--- src/rtl/watch_pkg.sv ---
// Shared types and BCD limits for the watch time-keeping blocks.
package watch_pkg;

   typedef enum logic [1:0] {
      RUN      = 2'd0,
      SET_HOUR = 2'd1,
      SET_MIN  = 2'd2
   } mh_state_t;

   localparam int unsigned MIN_TENS_MAX = 32'd5;
   localparam int unsigned DIGIT_MAX    = 32'd9;
   localparam int unsigned H24_MAX      = 32'd23;
   localparam int unsigned H12_MIN      = 32'd1;
   localparam int unsigned H12_MAX      = 32'd12;

   function automatic logic [3:0] bcd_tens(input int unsigned v);
      return 4'(v / 32'd10);
   endfunction

   function automatic logic [3:0] bcd_units(input int unsigned v);
      return 4'(v % 32'd10);
   endfunction

endpackage

--- src/rtl/bcd_mod_counter.sv ---
// Two-digit BCD counter: counts up on en, reloads the wrap value after the
// maximum, and flags the wrap in the same cycle so a higher stage can follow.
module bcd_mod_counter
   import watch_pkg::*;
#(
   parameter logic [3:0] MAX_TENS   = 4'd5,
   parameter logic [3:0] MAX_UNITS  = 4'd9,
   parameter logic [3:0] WRAP_TENS  = 4'd0,
   parameter logic [3:0] WRAP_UNITS = 4'd0,
   parameter logic [3:0] RST_TENS   = 4'd0,
   parameter logic [3:0] RST_UNITS  = 4'd0
) (
   input  logic       clk,
   input  logic       rst,
   input  logic       en,
   output logic [3:0] tens_o,
   output logic [3:0] units_o,
   output logic       wrap_o
);

   localparam logic [3:0] UNIT_TOP = bcd_units(DIGIT_MAX);

   logic [3:0] tens_q, tens_d;
   logic [3:0] units_q, units_d;
   logic       at_max_s;

   assign at_max_s = (tens_q == MAX_TENS) && (units_q == MAX_UNITS);
   assign wrap_o   = en & at_max_s;
   assign tens_o   = tens_q;
   assign units_o  = units_q;

   // Next count: wrap reload, units carry into tens, or plain units increment.
   always_comb begin
      tens_d  = tens_q;
      units_d = units_q;
      if (!en) begin
         tens_d  = tens_q;
         units_d = units_q;
      end else if (at_max_s) begin
         tens_d  = WRAP_TENS;
         units_d = WRAP_UNITS;
      end else if (units_q == UNIT_TOP) begin
         tens_d  = tens_q + 4'd1;
         units_d = 4'd0;
      end else begin
         units_d = units_q + 4'd1;
      end
   end

   // Digit registers.
   always_ff @(posedge clk) begin
      if (rst) begin
         tens_q  <= RST_TENS;
         units_q <= RST_UNITS;
      end else begin
         tens_q  <= tens_d;
         units_q <= units_d;
      end
   end

endmodule

--- src/rtl/minute_hour.sv ---
// Minutes/hours stage of the watch: counts min_tick pulses in RUN and lets the
// user set hour then minute through a btn_mode / btn_inc set-mode FSM.
module minute_hour
   import watch_pkg::*;
#(
   parameter bit H24 = 1'b1
) (
   input  logic       clk,
   input  logic       rst,
   input  logic       min_tick,
   input  logic       btn_mode,
   input  logic       btn_inc,
   output logic [3:0] min_10,
   output logic [3:0] min1,
   output logic [3:0] hour_10,
   output logic [3:0] hour1,
   output logic       day_out,
   output logic       set_hour,
   output logic       set_min
);

   // The 12-hour range runs 01..12, so it wraps to 01 and resets to 12.
   localparam int unsigned HOUR_MAX  = H24 ? H24_MAX : H12_MAX;
   localparam int unsigned HOUR_WRAP = H24 ? 32'd0   : H12_MIN;
   localparam int unsigned HOUR_RST  = H24 ? 32'd0   : H12_MAX;

   mh_state_t state_q, state_d;
   logic      set_hour_q, set_min_q, day_q, day_d;
   logic      run_s, in_set_hour_s, in_set_min_s;
   logic      min_en_s, min_wrap_s, hour_en_s, hour_wrap_s;

   assign run_s         = (state_q == RUN);
   assign in_set_hour_s = (state_q == SET_HOUR);
   assign in_set_min_s  = (state_q == SET_MIN);

   // Set-state increments never carry; only a running minute wrap moves the hour.
   assign min_en_s  = (run_s & min_tick) | (in_set_min_s & btn_inc);
   assign hour_en_s = (run_s & min_wrap_s) | (in_set_hour_s & btn_inc);

   bcd_mod_counter #(
      .MAX_TENS   (bcd_tens(MIN_TENS_MAX * 32'd10)),
      .MAX_UNITS  (bcd_units(DIGIT_MAX)),
      .WRAP_TENS  (4'd0),
      .WRAP_UNITS (4'd0),
      .RST_TENS   (4'd0),
      .RST_UNITS  (4'd0)
   ) u_min (
      .clk     (clk),
      .rst     (rst),
      .en      (min_en_s),
      .tens_o  (min_10),
      .units_o (min1),
      .wrap_o  (min_wrap_s)
   );

   bcd_mod_counter #(
      .MAX_TENS   (bcd_tens(HOUR_MAX)),
      .MAX_UNITS  (bcd_units(HOUR_MAX)),
      .WRAP_TENS  (bcd_tens(HOUR_WRAP)),
      .WRAP_UNITS (bcd_units(HOUR_WRAP)),
      .RST_TENS   (bcd_tens(HOUR_RST)),
      .RST_UNITS  (bcd_units(HOUR_RST))
   ) u_hour (
      .clk     (clk),
      .rst     (rst),
      .en      (hour_en_s),
      .tens_o  (hour_10),
      .units_o (hour1),
      .wrap_o  (hour_wrap_s)
   );

   // Set-mode sequencing: only btn_mode moves the state.
   always_comb begin
      state_d = state_q;
      day_d   = run_s & hour_wrap_s;
      case (state_q)
         RUN:      if (btn_mode) state_d = SET_HOUR; else state_d = RUN;
         SET_HOUR: if (btn_mode) state_d = SET_MIN;  else state_d = SET_HOUR;
         SET_MIN:  if (btn_mode) state_d = RUN;      else state_d = SET_MIN;
         default:  state_d = RUN;
      endcase
   end

   // State and registered flag outputs.
   always_ff @(posedge clk) begin
      if (rst) begin
         state_q    <= RUN;
         set_hour_q <= 1'b0;
         set_min_q  <= 1'b0;
         day_q      <= 1'b0;
      end else begin
         state_q    <= state_d;
         set_hour_q <= (state_d == SET_HOUR);
         set_min_q  <= (state_d == SET_MIN);
         day_q      <= day_d;
      end
   end

   assign set_hour = set_hour_q;
   assign set_min  = set_min_q;
   assign day_out  = day_q;

endmodule

--- config.mk ---
export PLATFORM = sky130hd
export DESIGN_NAME = minute_hour
export DESIGN_NICKNAME = d
export VERILOG_FILES = /design/src/rtl/watch_pkg.sv /design/src/rtl/bcd_mod_counter.sv /design/src/rtl/minute_hour.sv
export SDC_FILE = /design/constraint.sdc
export NUM_CORES = 1
export LEC_CHECK = 0
export BUFFER_PORTS_ARGS = -buffer_cell sky130_fd_sc_hd__buf_2
export CAP_MARGIN = 25
export CORE_MARGIN = 5
export CORE_UTILIZATION = 50
export DETAILED_ROUTE_END_ITERATION = 12
export GPL_ROUTABILITY_DRIVEN = 0
export HOLD_SLACK_MARGIN = 0.12
export PLACE_DENSITY = 0.78
export SLEW_MARGIN = 20
export SYNTH_ARGS = -nofsm -noshare
export SYNTH_HDL_FRONTEND = slang
export SYNTH_SLANG_ARGS = --single-unit
--- constraint.sdc ---
create_clock -name clk -period 5.09 [get_ports clk]
set_clock_uncertainty 0.2 [all_clocks]
set_input_delay 0.2545 -clock clk [delete_from_list [all_inputs] [get_ports clk]]
set_output_delay 0.2545 -clock clk [all_outputs]
set_load 0.01 [all_outputs]
==> results.sh <==
export IMPL_yosysWarnings=0
export IMPL_ir_worst_vdd_mv=0.1497
export IMPL_grtUsageTotal=0.1411
export IMPL_antenna_left=0
export IMPL_worstMarginPinSlew_ps=680.1
export IMPL_nFillCells=213
export IMPL_ys_flop_type="dfxtp_1"
export IMPL_fin_nets=161
export IMPL_cts_buffer_depth=2
export IMPL_synth_most_common_cell="dfxtp_1"
export IMPL_postCtsSetupRepairBufs=0
export IMPL_synth_cell_types=30
export IMPL_syn_area_per_cell_sq_um=8.860
export IMPL_ctsHoldBuffers=1
export IMPL_drive_gt1_frac=0.2177
export IMPL_rows=17
export IMPL_viasPerCell=5.691
export IMPL_diodes=0
export IMPL_cts_buffers=3
export IMPL_wl_per_cell_microns=13.28
export IMPL_grt_start_max_net_pins=24
export IMPL_cts_sinks=21
export IMPL_drt_pass1_iter_count=4
export IMPL_hold_viol=0
export IMPL_switching_share=0.2626
export IMPL_cts_resized=0
export IMPL_grt_first_pass_wirelength_mm=3.829
export IMPL_slew_headroom=0.5445
export IMPL_clock_latency_ps=300
export IMPL_yosys_area_top_type_share=0.3858
export IMPL_syn_nets=136
export IMPL_critPathRequiredTime_ps=5120
export IMPL_synth_seq_area_share=0.3858
export IMPL_core_area_sq_mm=0.002148
export IMPL_hold_worst_slack_ps=154.1
export IMPL_seq_power_share=0.608
export IMPL_p_sw_mw=0.07627
export IMPL_period_minus_slack_ps=2216
export IMPL_ys_seq_elements=21
export IMPL_postSynth_asyncResetShare=0
export IMPL_clock_fmax_ghz=0.4513
export IMPL_cp_arrival_ps=2250
export IMPL_postLayoutCellArea_sq_mm=0.001254
export IMPL_synth_area_leader_cell="dfxtp_1"
export IMPL_slew_viol_final=0
export IMPL_ios=24
export IMPL_power_total_mw=0.2904
export IMPL_root_buffer="clkbuf_4"
export IMPL_crit_path_start_kind="flip-flop"
export IMPL_clk_pin_slew_worst_paths_ps=120
export IMPL_cp_end_kind="flip-flop"
export IMPL_dieHeight_microns=56.69
export IMPL_critPathKind="reg -> reg"
export IMPL_fin_ws_ps=2874
export IMPL_comb_power_share=0.114
export IMPL_internal_power_mw=0.2141
export IMPL_status="complete, no violations"
export IMPL_finalSetupTns_ps=0
export IMPL_syn_inst=123
export IMPL_die_w_microns=56.69
export IMPL_finalCritPeriodShare=0.4353
export IMPL_dieArea_sq_mm=0.003213
export IMPL_place_ws_ps=2930
export IMPL_drc_errors=0
export IMPL_power_density_mw_per_mm2=231.6
export IMPL_p_clk_frac=0.278
export IMPL_setup_viol=0
export IMPL_dp_hpwl_mm=1.746
export IMPL_htree_levels=1
export IMPL_instances_no_fill=175
export IMPL_grt_ovfl_total=0
export IMPL_place_area_sq_mm=0.001217
export IMPL_critical_path_max_fanout=8
export IMPL_synth_edf_count=0
export IMPL_grt_setup_unrepaired="false"
export IMPL_via_count=996
export IMPL_leakage_nw=0.5519
export IMPL_netlist_area_sq_mm=0.001090
export IMPL_placedCellCount=170
export IMPL_area_growth_pct=15.04
export IMPL_antenna_found_initial=0
export IMPL_min_path_type="in -> reg"
export IMPL_port_buffers=23
export IMPL_tritoncts="yes"
export IMPL_wirelength_mm=2.324
export IMPL_start_util=0.5073
export IMPL_grt_pass1_vias=948
export IMPL_synth_common_cells="dfxtp_1 (21), nor2_1 (16), a21oi_1 (10), ha_1 (8)"
export IMPL_maxCapViolCount=0
export IMPL_ys_top_cells_by_area="dfxtp_1 (39%), ha_1 (9.2%), nor2_1 (5.5%)"
export IMPL_final_core_util=0.5836
export IMPL_dr_first_iter_drc_count=29
-- cell type report --
cell class,instances,area [sq um],share of cell area
multi-input cells,92,624.3,0.4980
flip-flops and latches,21,420.4,0.3353
repair buffers,24,125.1,0.09980
well taps,28,35.03,0.02794
clock buffers,4,26.28,0.02096
inverters,6,22.52,0.01796
-- cells in the final DEF, fill, tap and decap left out, types with 3 or more instances in the layout --
master | Yosys | routed
a21oi_1 | 10 | 10
and3b_1 | 3 | 3
buf_2 | 0 | 23
clkbuf_4 | 0 | 3
dfxtp_1 | 21 | 21
ha_1 | 8 | 8
inv_1 | 6 | 6
mux2i_1 | 4 | 4
nand2_1 | 7 | 7
nand3_1 | 6 | 6
nand3b_1 | 7 | 7
nor2_1 | 16 | 16
nor3_1 | 5 | 5
o21ai_0 | 4 | 4
-- cell families (layout without fill, tap and decap cells) --
kind of cell	Yosys count	count (layout)	synth area share
adders and majority gates	8	8	0.09185
buffers and inverters	10	34	0.04133
AOI/OAI and AO/OA	26	26	0.1699
muxes	4	4	0.03674
xor gates and xnor gates	1	1	0.008038
DFF	21	21	0.3858
and+or+nand+nor	53	53	0.2664
-- power groups by stage --
stage	logic, mW	registers (mW)	clock network [mW]
after floorplan	0.0237	0.179	0
after global placement	0.0310	0.180	0
after detailed placement	0.0324	0.180	0
after CTS	0.0331	0.177	0.0822
after global routing	0.0360	0.178	0.0896
final	0.0330	0.177	0.0808
-- critical path, stage by stage, from the launching register on --
cell,delay (ps)
dfxtp_1,440
ha_1,200
nand3b_1,220
o31a_4,430
or4_1,510
a21oi_1,150
-- routing by layer --
| layer | GRT usage | vias up | routed length [microns] | share of wire |
|---|---|---|---|---|
| li1 | - | 497 | - | - |
| met1 | 0.1708 | 471 | 1018 | 0.44 |
| met2 | 0.2541 | 28 | 1208 | 0.52 |
| met3 | 0.02989 | 0 | 97 | 0.042 |
| met4 | 0.02712 | 0 | 0 | 0 |
| met5 | 0 | - | 0 | 0 |
-- state kept, by name, indices dropped and copies added (netlist names) --
register,count
u_min.tens_o,4
set_min,1
set_hour,1
day_out,1
state_q,2
u_hour.tens_o,4
u_min.units_o,4
u_hour.units_o,4
-- final timing paths --
check                                       start                end  slack (ps)  cells after the start
worst max-delay path             u_min.units_o[0]   u_hour.tens_o[3]        2870                      5
worst max register to register   u_min.units_o[0]   u_hour.tens_o[3]        2870                      5
worst min register to register  u_hour.units_o[1]  u_hour.units_o[1]         310                      2
worst min-delay path                          rst    u_min.tens_o[3]         150                      2
(Power assumes the default switching activity.)
